## src/rtl/cpu_pkg.sv

```systemverilog
// Shared CPU definitions: data width, NOP encoding, default boot address and fetch states.
package cpu_pkg;

    localparam int          XLEN             = 32;
    localparam logic [31:0] NOP_INST         = 32'h0000_0013;
    localparam logic [31:0] DEFAULT_RESET_PC = 32'h0000_0000;

    typedef enum logic [1:0] {
        BOOT = 2'd0,
        RUN  = 2'd1,
        HALT = 2'd2
    } fetch_state_t;

endpackage

```

## src/rtl/fetch_fifo.sv

```systemverilog
// Two-entry in-order queue of {pc, inst} between instruction memory and decode.
module fetch_fifo
    import cpu_pkg::*;
(
    input  logic              clk,
    input  logic              rst_n,
    input  logic              push,
    input  logic              pop,
    input  logic              flush,
    input  logic [2*XLEN-1:0] push_data,
    output logic [2*XLEN-1:0] head_data,
    output logic              full,
    output logic              empty
);

    logic [2*XLEN-1:0] mem [2];
    logic              rd_ptr;
    logic              wr_ptr;
    logic [1:0]        count;
    logic              do_push;
    logic              do_pop;

    assign empty     = (count == 2'd0);
    assign full      = (count == 2'd2);
    assign do_pop    = pop & ~empty;
    assign do_push   = push & (~full | do_pop);
    assign head_data = mem[rd_ptr];

    always_ff @(posedge clk or negedge rst_n) begin
        if (!rst_n) begin
            rd_ptr <= 1'b0;
            wr_ptr <= 1'b0;
            count  <= 2'd0;
            mem[0] <= '0;
            mem[1] <= '0;
        end else if (flush) begin
            rd_ptr <= 1'b0;
            wr_ptr <= 1'b0;
            count  <= 2'd0;
        end else begin
            if (do_push) begin
                mem[wr_ptr] <= push_data;
                wr_ptr      <= ~wr_ptr;
            end
            if (do_pop) begin
                rd_ptr <= ~rd_ptr;
            end
            count <= count + {1'b0, do_push} - {1'b0, do_pop};
        end
    end

endmodule

```

## src/rtl/fetch_unit.sv

```systemverilog
// Instruction fetch sequencer feeding decode through a 2-entry FIFO.
// Optional FETCH_MISALIGN_CHK_EN: a redirect to a non-word-aligned target halts fetch until reset.
//
// state | meaning
// BOOT  | single idle cycle after reset release, no request
// RUN   | issue reads while FIFO + in-flight stays below 2, honour redirects
// HALT  | misaligned redirect seen, no requests until reset
module fetch_unit
    import cpu_pkg::*;
#(
    parameter logic [XLEN-1:0] RESET_PC = DEFAULT_RESET_PC
) (
    input  logic            clk,
    input  logic            rst_n,
    output logic            imem_req,
    output logic [XLEN-1:0] imem_addr,
    input  logic [XLEN-1:0] imem_rdata,
    input  logic            redirect,
    input  logic [XLEN-1:0] redirect_pc,
    output logic            out_valid,
    input  logic            out_ready,
    output logic [XLEN-1:0] out_inst,
    output logic [XLEN-1:0] out_pc,
    output logic [XLEN-1:0] out_pc4,
    output logic            misalign
);

    fetch_state_t      state;
    fetch_state_t      state_next;
    logic [XLEN-1:0]   pc;
    logic [XLEN-1:0]   inflight_pc;
    logic [XLEN-1:0]   redirect_tgt;
    logic [XLEN-1:0]   head_pc;
    logic [XLEN-1:0]   head_inst;
    logic [2*XLEN-1:0] head_data;
    logic              inflight;
    logic              fifo_full;
    logic              fifo_empty;
    logic              pop;
    logic              push;
    logic              flush;
    logic              req;
    logic              bad_target;
    logic [1:0]        occupancy;
    logic [2:0]        demand;

    assign redirect_tgt = {redirect_pc[XLEN-1:2], 2'b00};

`ifdef FETCH_MISALIGN_CHK_EN
    assign bad_target = |redirect_pc[1:0];
    assign misalign   = (state == HALT);
`else
    logic unused_pc_lsb;
    assign unused_pc_lsb = ^redirect_pc[1:0];
    assign bad_target    = 1'b0;
    assign misalign      = 1'b0;
`endif

    assign occupancy = fifo_full ? 2'd2 : (fifo_empty ? 2'd0 : 2'd1);
    assign pop       = out_valid & out_ready;
    // Slots already committed after this cycle's transfer; a new read fits only below 2.
    assign demand    = {1'b0, occupancy} + {2'b00, inflight} - {2'b00, pop};

    always_ff @(posedge clk or negedge rst_n) begin
        if (!rst_n) begin
            state <= BOOT;
        end else begin
            state <= state_next;
        end
    end

    always_comb begin
        state_next = state;
        req        = 1'b0;
        push       = 1'b0;
        flush      = 1'b0;
        unique case (state)
            BOOT: state_next = RUN;
            RUN: begin
                if (redirect) begin
                    flush = 1'b1;
                    if (bad_target) begin
                        state_next = HALT;
                    end
                end else begin
                    push = inflight;
                    req  = (demand < 3'd2);
                end
            end
            HALT:    state_next = HALT;
            default: state_next = BOOT;
        endcase
    end

    always_ff @(posedge clk or negedge rst_n) begin
        if (!rst_n) begin
            pc          <= RESET_PC;
            inflight    <= 1'b0;
            inflight_pc <= RESET_PC;
        end else begin
            inflight <= req;
            if (req) begin
                inflight_pc <= pc;
            end
            if ((state == RUN) && redirect) begin
                pc <= redirect_tgt;
            end else if (req) begin
                pc <= pc + XLEN'(4);
            end
        end
    end

    fetch_fifo u_fifo (
        .clk       (clk),
        .rst_n     (rst_n),
        .push      (push),
        .pop       (pop),
        .flush     (flush),
        .push_data ({inflight_pc, imem_rdata}),
        .head_data (head_data),
        .full      (fifo_full),
        .empty     (fifo_empty)
    );

    assign head_pc   = head_data[2*XLEN-1:XLEN];
    assign head_inst = head_data[XLEN-1:0];

    assign imem_req  = req;
    assign imem_addr = pc;
    assign out_valid = ~fifo_empty;
    assign out_inst  = out_valid ? head_inst : NOP_INST;
    assign out_pc    = out_valid ? head_pc : '0;
    assign out_pc4   = out_valid ? head_pc + XLEN'(4) : '0;

endmodule

```

## config.mk

```make
export PLATFORM = sky130hd
export DESIGN_NAME = fetch_unit
export DESIGN_NICKNAME = d
export VERILOG_FILES = /design/src/rtl/cpu_pkg.sv /design/src/rtl/fetch_fifo.sv /design/src/rtl/fetch_unit.sv
export SDC_FILE = /design/constraint.sdc
export NUM_CORES = 1
export LEC_CHECK = 0
export CAP_MARGIN = 10
export CORE_ASPECT_RATIO = 0.75
export CORE_MARGIN = 5
export CORE_UTILIZATION = 48
export DETAILED_ROUTE_END_ITERATION = 8
export PLACE_DENSITY = 0.87
export SLEW_MARGIN = 20
export SYNTH_ARGS = -nofsm -noshare
export SYNTH_HDL_FRONTEND = slang
export SYNTH_HIERARCHICAL = 1
export SYNTH_SLANG_ARGS = --single-unit
```

## constraint.sdc

```tcl
create_clock -name clk -period 5.35 [get_ports clk]
set_input_delay 1.605 -clock clk [delete_from_list [all_inputs] [get_ports clk]]
set_output_delay 1.605 -clock clk [all_outputs]
set_load 0.005 [all_outputs]
```

# Word-level counts from Yosys, hierarchy flattened
# Cells that the tools add are included.
[totals] elab_cells=66 ff_bits=199
[op_classes] n_eq_ne=3 n_lt_le_gt_ge=4 bitwise_logic=11 add_sub_neg=6 mux=25 reduce_logical=8
[ops] cell="$mux 64" count=4
[ops] cell="$mux 32" count=5
[ops] cell="$bwmux 128" count=1
[ops] cell="$add 32x3->32 const B" count=2
[ops] cell="$demux 64 s1" count=1
[ops] cell="$mux 1" count=11
[ops] cell="$pmux 2 s3" count=1
[ops] cell="$reduce_bool 2->1" count=3
[ops] cell="$not 1->1" count=5
[ops] cell="$eq 2x2->1 const B" count=2
[ops] cell="$ge 2x2->1 const B" count=2
[ops] cell="$logic_not 2->1" count=2
[ops] cell="$mux 2" count=2
[ops] cell="$not 1->2" count=2
[ops] cell="$add 2x1->3" count=1
[ops] cell="$and 1x1->1" count=3
[ops] cell="$lt 3x2->1 const B" count=1
[ops] cell="$sub 3x1->3" count=1
[ops] cell="$add 2x1->2" count=1
[ops] cell="$eq 2x1->1 const B" count=1
[ops] cell="$logic_and 1x1->1" count=2
[ops] cell="$lt 2x1->1 const B" count=1
[ops] cell="$reduce_and 2->1" count=1
[ops] cell="$sub 2x1->2" count=1
[ops] cell="$or 1x1->1" count=1

# Longest topological paths before layout
# Gate-level depths: netlist of run 1.
[logic_depth] word_depth=10 ltp_mapped=14 mapped_depth_nobuf=11

# By module
# The synthesis of run 1 kept the hierarchy.
[by_module_without_submodules] mod="fetch_fifo" cells_per_inst=365 instances=1 area_per_inst_um2=5979.5
[by_module_without_submodules] mod="fetch_unit" cells_per_inst=523 instances=1 area_per_inst_um2=4207.8

# Worst setup path after synthesis of run 1
# No wires, ideal clock.
[synth_path] path_type="input-to-output" start="input out_ready" end="output imem_req" cell_stages=10 path_buffers=3 arrival_time_ns=3.674 slack_ns=0.071 required_time_ns=3.745 path_cell_list="nor2b_1 > ha_1 > nand2b_1 > fa_1 > nand4bb_4 > or2_2 > buf_2 > inv_2 > buf_4 > buf_2"
[synth_via] elab_chain_len=5
[synth_lines] element="start: declaration" line="fetch_unit.sv:21" text="input logic out_ready,"
[synth_lines] element="$and 1x1->1" line="fetch_unit.sv:60" text="assign pop = out_valid & out_ready;"
[synth_lines] element="$sub 3x1->3" line="fetch_unit.sv:62" text="assign demand = {1'b0, occupancy} + {2'b00, inflight} - {2'b00, pop};"
[synth_lines] element="$lt 3x2->1" line="fetch_unit.sv:87" text="req = (demand < 3'd2);"
[synth_lines] element="$mux 1" line="fetch_unit.sv:80" text="if (redirect) begin"
[synth_lines] element="$mux 1" line="fetch_unit.sv:77" text="unique case (state)"
[synth_lines] element="end: declaration" line="fetch_unit.sv:15" text="output logic imem_req,"
# Every way passes these cells.

# Final worst setup path of run 1
[layout_path] start="input out_ready" end="output imem_req"
[layout_via] elab_chain_len=5
[layout_lines] element="$and 1x1->1" line="fetch_unit.sv:60"
[layout_lines] element="net pop" line="fetch_unit.sv:39" text="logic pop;"
[layout_lines] element="$sub 3x1->3" line="fetch_unit.sv:62"
[layout_lines] element="$lt 3x2->1" line="fetch_unit.sv:87"
[layout_lines] element="$mux 1" line="fetch_unit.sv:80"
[layout_lines] element="$mux 1" line="fetch_unit.sv:77"
# The timed path passes the listed nets, and every way through them passes these cells.

==> impl_metrics.yaml, run 1 <==
sta:
  setup_viol: 0
  fin_crit_sh: 0.971
  hold_viol_final: 0
  rsz0062_at_grt: "no"
  fin_skew_ns: 0.00975
  slew_headroom: 0.358
  fin_crit_ns: 5.19
  holdWs_ns: 0.484
  maxSlewViolCount: 0
  worst_pin_slew_ns: 0.962
  fmax_mhz: 193
cts:
  cts_tree: "built"
  cts.htree.levels: 4
  cts_sinks: 195
  path_clk_slew_ns: 0.07
  post_cts_buffers: 0
  clock_tree.buffer_depth: 2
  numCtsBuffers: 17
  clk-insertion-delay-late_ns: 0.43
  cts_root_buf: "clkbuf_16"
drt:
  first_pass_iters: 5
  drt_wl_total_mm: 25.3
  via_count: 7416
  wire_per_inst_um: 18.5
  viasPerCell: 5.41
  drt.antenna.violating_nets: 0
  drt-initial-drc-count: 546
  drc: 0
die:
  die-area_um2: 24300
  io_pins: 199
  rows: 46
  die_x_um: 178
  die_y_um: 136
  initial_core_util: 0.485
  core-area_um2: 21000
place:
  place_hpwl_mm: 17.2
  place.gp.congestion: 0.878
  io_buffers: 193
power:
  irDropWorstVdd_mv: 0.340
  total_power_w: 0.00648
  total_leakage_power_nw: 5.45
  p_per_area_nw_per_um2: 500
worst_setup_path:
  crit_family: "adder cells"
  critPathLaunchType: "input port"
  cp.buffers_inverters: 3
  crit_type: "input port to output port"
  worstPathRequired_ns: 3.74
  arrival_ns: 3.59
  critPathCaptureType: "output port"
  path_cells: "dlygate4sd2_1 > nor2b_4 > ha_1 > nand2b_4 > fa_1 > nand4bb_4 > or2_4 > inv_2 > clkdlybuf4s15_2"
  cp_slowest_stage_delay_ns: 0.55
  cp_max_fo: 2
  critPathSlowestCell: "fa_1"
final_layout:
  layout_common_cells: "dfrtp_1, clkdlybuf4s50_1, mux2_2"
  layout_commonest_cell: "dfrtp_1"
  n_antenna_cell: 0
  syn_to_final_growth_pct: 27.1
  fill_cells: 1659
  utilization: 0.616
  fin_nets: 1144
  drive_gt1_frac: 0.243
grt:
  grt.overflow.total: 0
  grt_max_degree: 96
  antenna_found_initial: 0
  grt_pass1_wl_mm: 40.2
  grt_use_total: 0.209
  grt_pass1_vias: 7443
yosys:
  synth_largest_area_cell: "dfrtp_1"
  netlist_area_um2: 10200
  yosysTopAreaCellShare: 0.479
  synth-seq-area-share: 0.479
  postSynthCellCount: 888
  synth_edf_count: 0
  yosysWarningCount: 6
  netlist_top_cells_area: "dfrtp_1, mux2_2, mux2_4"
  async_reset_ff_frac: 1.00
  synth_ff_type: "dfrtp_1"
  syn_area_per_cell_um2: 11.5
  synth.distinct_cells: 56
  ys_ff_latch: 195
flow_run:
  cap_violations: 0
outcome:
  outcome: "finished clean"
worst_hold_path:
  hold_class: "flip-flop to flip-flop"
[flip-flops by register name, summed over array words and instances (netlist names)]
name,count
inflight,1
u_fifo/rd_ptr,1
u_fifo/mem,128
imem_addr,30
inflight_pc,30
state,2
u_fifo/count,2
u_fifo/wr_ptr,1
[repair_timing]
action	4_1_cts	5_1_grt
setup endpoints to repair	1	0
hold buffers	0	0
resized for setup	8	0
[path summary, 6_finish.rpt]
kind                       slack (ns)            start            end  depth (start not counted)
hold / removal                   0.48    u_fifo/mem[0]  u_fifo/mem[0]                          1
max in group asynchronous        3.25            rst_n  imem_addr[16]                          2
setup / recovery                 0.16        out_ready       imem_req                          9
setup reg to reg                 1.82  u_fifo/count[1]  imem_addr[17]                         11
min in group asynchronous        1.22            rst_n  u_fifo/mem[6]                          1
hold reg to reg                  0.48    u_fifo/mem[0]  u_fifo/mem[0]                          1
[through the flow]
stage | instances | worst slack (ns) | instance area, um^2 | setup TNS [ns]
6_report | 1371 | 0.157 | 13000 | 0
5_1_grt | 1371 | 0.0350 | 13000 | 0
4_1_cts | 1371 | 0.145 | 13000 | 0
3_5_place_dp | 1339 | -0.466 | 12400 | -0.466
3_3_place_gp | 1339 | -0.469 | 12400 | -0.469
2_1_floorplan | 894 | 0.0707 | 10200 | 0
[routing by layer]
metal,vias to the layer above,part of all wire,routed length (um),global-route usage
li1,3438,-,-,-
met1,3656,0.47,11900,0.303
met2,295,0.44,11200,0.319
met3,27,0.072,1820,0.0473
met4,0,0.015,369,0.0558
met5,-,0,0,0
[final cells by class]
class	instances	area, um^2	share of cell area
tap	288	360	0.0278
inverter	13	48.8	0.00377
multi-input combinational	634	5020	0.387
timing repair buffer	209	2080	0.161
clock inverter	10	98.8	0.00763
clock buffer	22	464	0.0358
sequential	195	4880	0.377
[cell families (layout without fill, tap and decap cells)]
logic type / count (synthesis) / in the layout / synth area share
flops: 195 / 195 / 0.479
buf+inv: 65 / 254 / 0.0348
simple gates: 331 / 331 / 0.170
xor+xnor: 45 / 45 / 0.0387
compound gates: 52 / 52 / 0.0337
fa+ha+maj: 6 / 6 / 0.00811
other cells: 1 / 7 / 0.000368
mux: 193 / 193 / 0.235
[power breakdown]
part	internal, W	total (W)	switching [W]
registers	0.00208	0.00252	0.000442
clock network	0.000671	0.00123	0.000559
logic	0.00155	0.00273	0.00118
[cell usage after synthesis, types with 7 or more instances]
cell type / instances
dfrtp_1: 195
mux2_2: 128
nand2_1: 118
nor2b_1: 64
mux2_4: 60
nor2_1: 46
nand3_1: 29
xor2_1: 25
clkbuf_1: 23
xnor2_1: 20
o21ai_0: 17
nand4_1: 15
buf_4: 11
inv_1: 11
nor4_1: 11
nor3_1: 10
a21oi_1: 9
buf_6: 8
and4_1: 7
No activity file was read; power rests on OpenSTA's default activity.
==> run 2: changes to the inputs <==
--- a/config.mk
+++ b/config.mk
@@ -6,7 +6,7 @@
 export NUM_CORES = 1
 export LEC_CHECK = 0
 export CAP_MARGIN = 10
-export CORE_ASPECT_RATIO = 0.75
+export CORE_ASPECT_RATIO = 1.4
 export CORE_MARGIN = 5
 export CORE_UTILIZATION = 48
 export DETAILED_ROUTE_END_ITERATION = 8
==> impl_metrics.yaml, run 2 (synthesis gave the netlist of run 1 again) <==
final_layout:
  largest-register: "u_fifo/mem"
  layout_common_cells: "dfrtp_1, clkdlybuf4s50_1, mux2_2"
  stdcell_area_um2: 13000
  fin_nets: 1148
  drive_gt1_frac: 0.247
  layout_commonest_cell: "dfrtp_1"
  syn_to_final_growth_pct: 27.8
  final_cells: 1347
  n_antenna_cell: 0
  utilization: 0.619
  largest_register_ffs: 128
power:
  irDropWorstVdd_mv: 0.279
  power.switching_w: 0.00216
  netSwitchingFraction: 0.329
  p_per_area_nw_per_um2: 504
  p_seq_frac: 0.382
  combPwrFrac: 0.413
  internal_power_w: 0.00440
  total_leakage_power_nw: 5.52
  pwr-share-clk: 0.205
sta:
  slew_headroom: 0.361
  fin_skew_ns: 0.0103
  fin_crit_sh: 0.985
  hold_viol_final: 0
  worst_pin_slew_ns: 0.950
  maxSlewViolCount: 0
  fin_crit_ns: 5.27
  fmax_mhz: 190
  rsz0062_at_grt: "no"
  setup_viol: 0
  layout_setup_ws_ns: 0.0784
cts:
  clk-insertion-delay-late_ns: 0.43
  clock_tree.buffer_depth: 2
  path_clk_slew_ns: 0.07
  numCtsBuffers: 17
  cts_root_buf: "clkbuf_16"
  cts_hold_buf: 0
  post_cts_buffers: 0
  cts_sinks: 195
  cts_tree: "built"
  cts.htree.levels: 4
drt:
  wire_per_inst_um: 18.4
  first_pass_iters: 5
  drt_wl_total_mm: 24.8
  drc: 0
  viasPerCell: 5.48
  drt.antenna.violating_nets: 0
  via_count: 7376
  drt-initial-drc-count: 390
place:
  place_hpwl_mm: 17.7
  place.gp.congestion: 0.866
  pre_cts_ws_ns: -0.551
  dp.cells: 1315
  place_area_um2: 12400
  io_buffers: 193
die:
  io_pins: 199
  core-area_um2: 21000
  die-area_um2: 24300
  rows: 63
  initial_core_util: 0.484
  die_y_um: 182
  die_x_um: 133
grt:
  grt.overflow.total: 0
  grt_use_total: 0.211
  grt_pass1_wl_mm: 41.4
  antenna_found_initial: 0
  grt_pass1_vias: 8116
  grt_max_degree: 112
worst_hold_path:
  hold_class: "flip-flop to flip-flop"
worst_setup_path:
  critPathCaptureType: "output port"
  critPathLaunchType: "input port"
  arrival_ns: 3.67
  crit_type: "input port to output port"
  cp_max_fo: 2
  worstPathRequired_ns: 3.74
outcome:
  outcome: "finished clean"
flow_run:
  cap_violations: 0
run 2: cell count changes in the layout (fill, tap and decap cells not counted):
cell / previous run / this run
buf_4: 14 / 17
inv_8: 0 / 3
bufinv_16: 1 / 3
clkbuf_1: 3 / 1
clkinv_4: 3 / 1
clkinvlp_4: 2 / 0
buf_12: 2 / 3
clkdlybuf4s15_2: 1 / 0
dlygate4sd2_1: 1 / 2
inv_6: 2 / 3
run 2: worst paths after layout:
path	from	to	slack (ns)	depth (start not counted)
setup reg to reg	u_fifo/count[1]	imem_addr[20]	1.83	11
max in group asynchronous	rst_n	u_fifo/mem[74]	3.07	2
hold / removal	u_fifo/mem[2]	u_fifo/mem[2]	0.49	1
min in group asynchronous	rst_n	imem_addr[28]	1.30	1
hold reg to reg	u_fifo/mem[2]	u_fifo/mem[2]	0.49	1
setup / recovery	out_ready	imem_req	0.08	9
run 2: power by group through the flow:
stage	clock network, W	logic [W]	registers (W)
after global placement	0	0.00263	0.00247
final	0.00134	0.00271	0.00251
after global routing	0.00145	0.00297	0.00259
after CTS	0.00138	0.00274	0.00250
after detailed placement	0	0.00271	0.00252
after floorplan	0	0.00175	0.00237
run 2: repair_timing:
item | 4_1_cts | 5_1_grt
pin swaps | 2 | 1
hold endpoints to repair | 0 | 0
resized for setup | 6 | 0
setup endpoints to repair | 1 | 1
run 2: cell type report:
type / count / area (um^2)
clock buffer: 20 / 457
sequential: 195 / 4880
multi-input combinational: 634 / 5020
timing repair buffer: 213 / 2120
fill: 1639 / 8030
clock inverter: 12 / 169
tap: 260 / 325
inverter: 13 / 48.8
run 2: worst max-delay path, cell delays in order:
cell           delay, ns
dlygate4sd2_1       0.26
nor2b_4             0.13
ha_1                0.29
nand2b_4            0.14
fa_1                0.53
nand4bb_4           0.12
or2_4               0.29
inv_2               0.06
dlygate4sd2_1       0.23
run 2: layer usage:
metal  track usage  share of wire
met2         0.382           0.53
met1         0.250           0.41
met3        0.0334          0.040
met5             0              0
met4        0.0856          0.029
run 2: through the flow:
step / setup TNS, ns / hold slack, ns / power, W
finish: 0 / 0.492 / 0.00657
global route: 0 / 0.520 / 0.00701
CTS: 0 / 0.491 / 0.00663
detailed placement: -0.551 / 0.471 / 0.00522
global placement: -0.534 / 0.463 / 0.00509
floorplan: 0 / 0.445 / 0.00411
==> run 3: changes to the inputs <==
--- a/config.mk
+++ b/config.mk
@@ -5,7 +5,7 @@
 export SDC_FILE = /design/constraint.sdc
 export NUM_CORES = 1
 export LEC_CHECK = 0
-export CAP_MARGIN = 10
+export CAP_MARGIN = 25
 export CORE_ASPECT_RATIO = 1.4
 export CORE_MARGIN = 5
 export CORE_UTILIZATION = 48
==> results of run 3 <==
Final layout, timing and power as in run 2 (identical DEF).
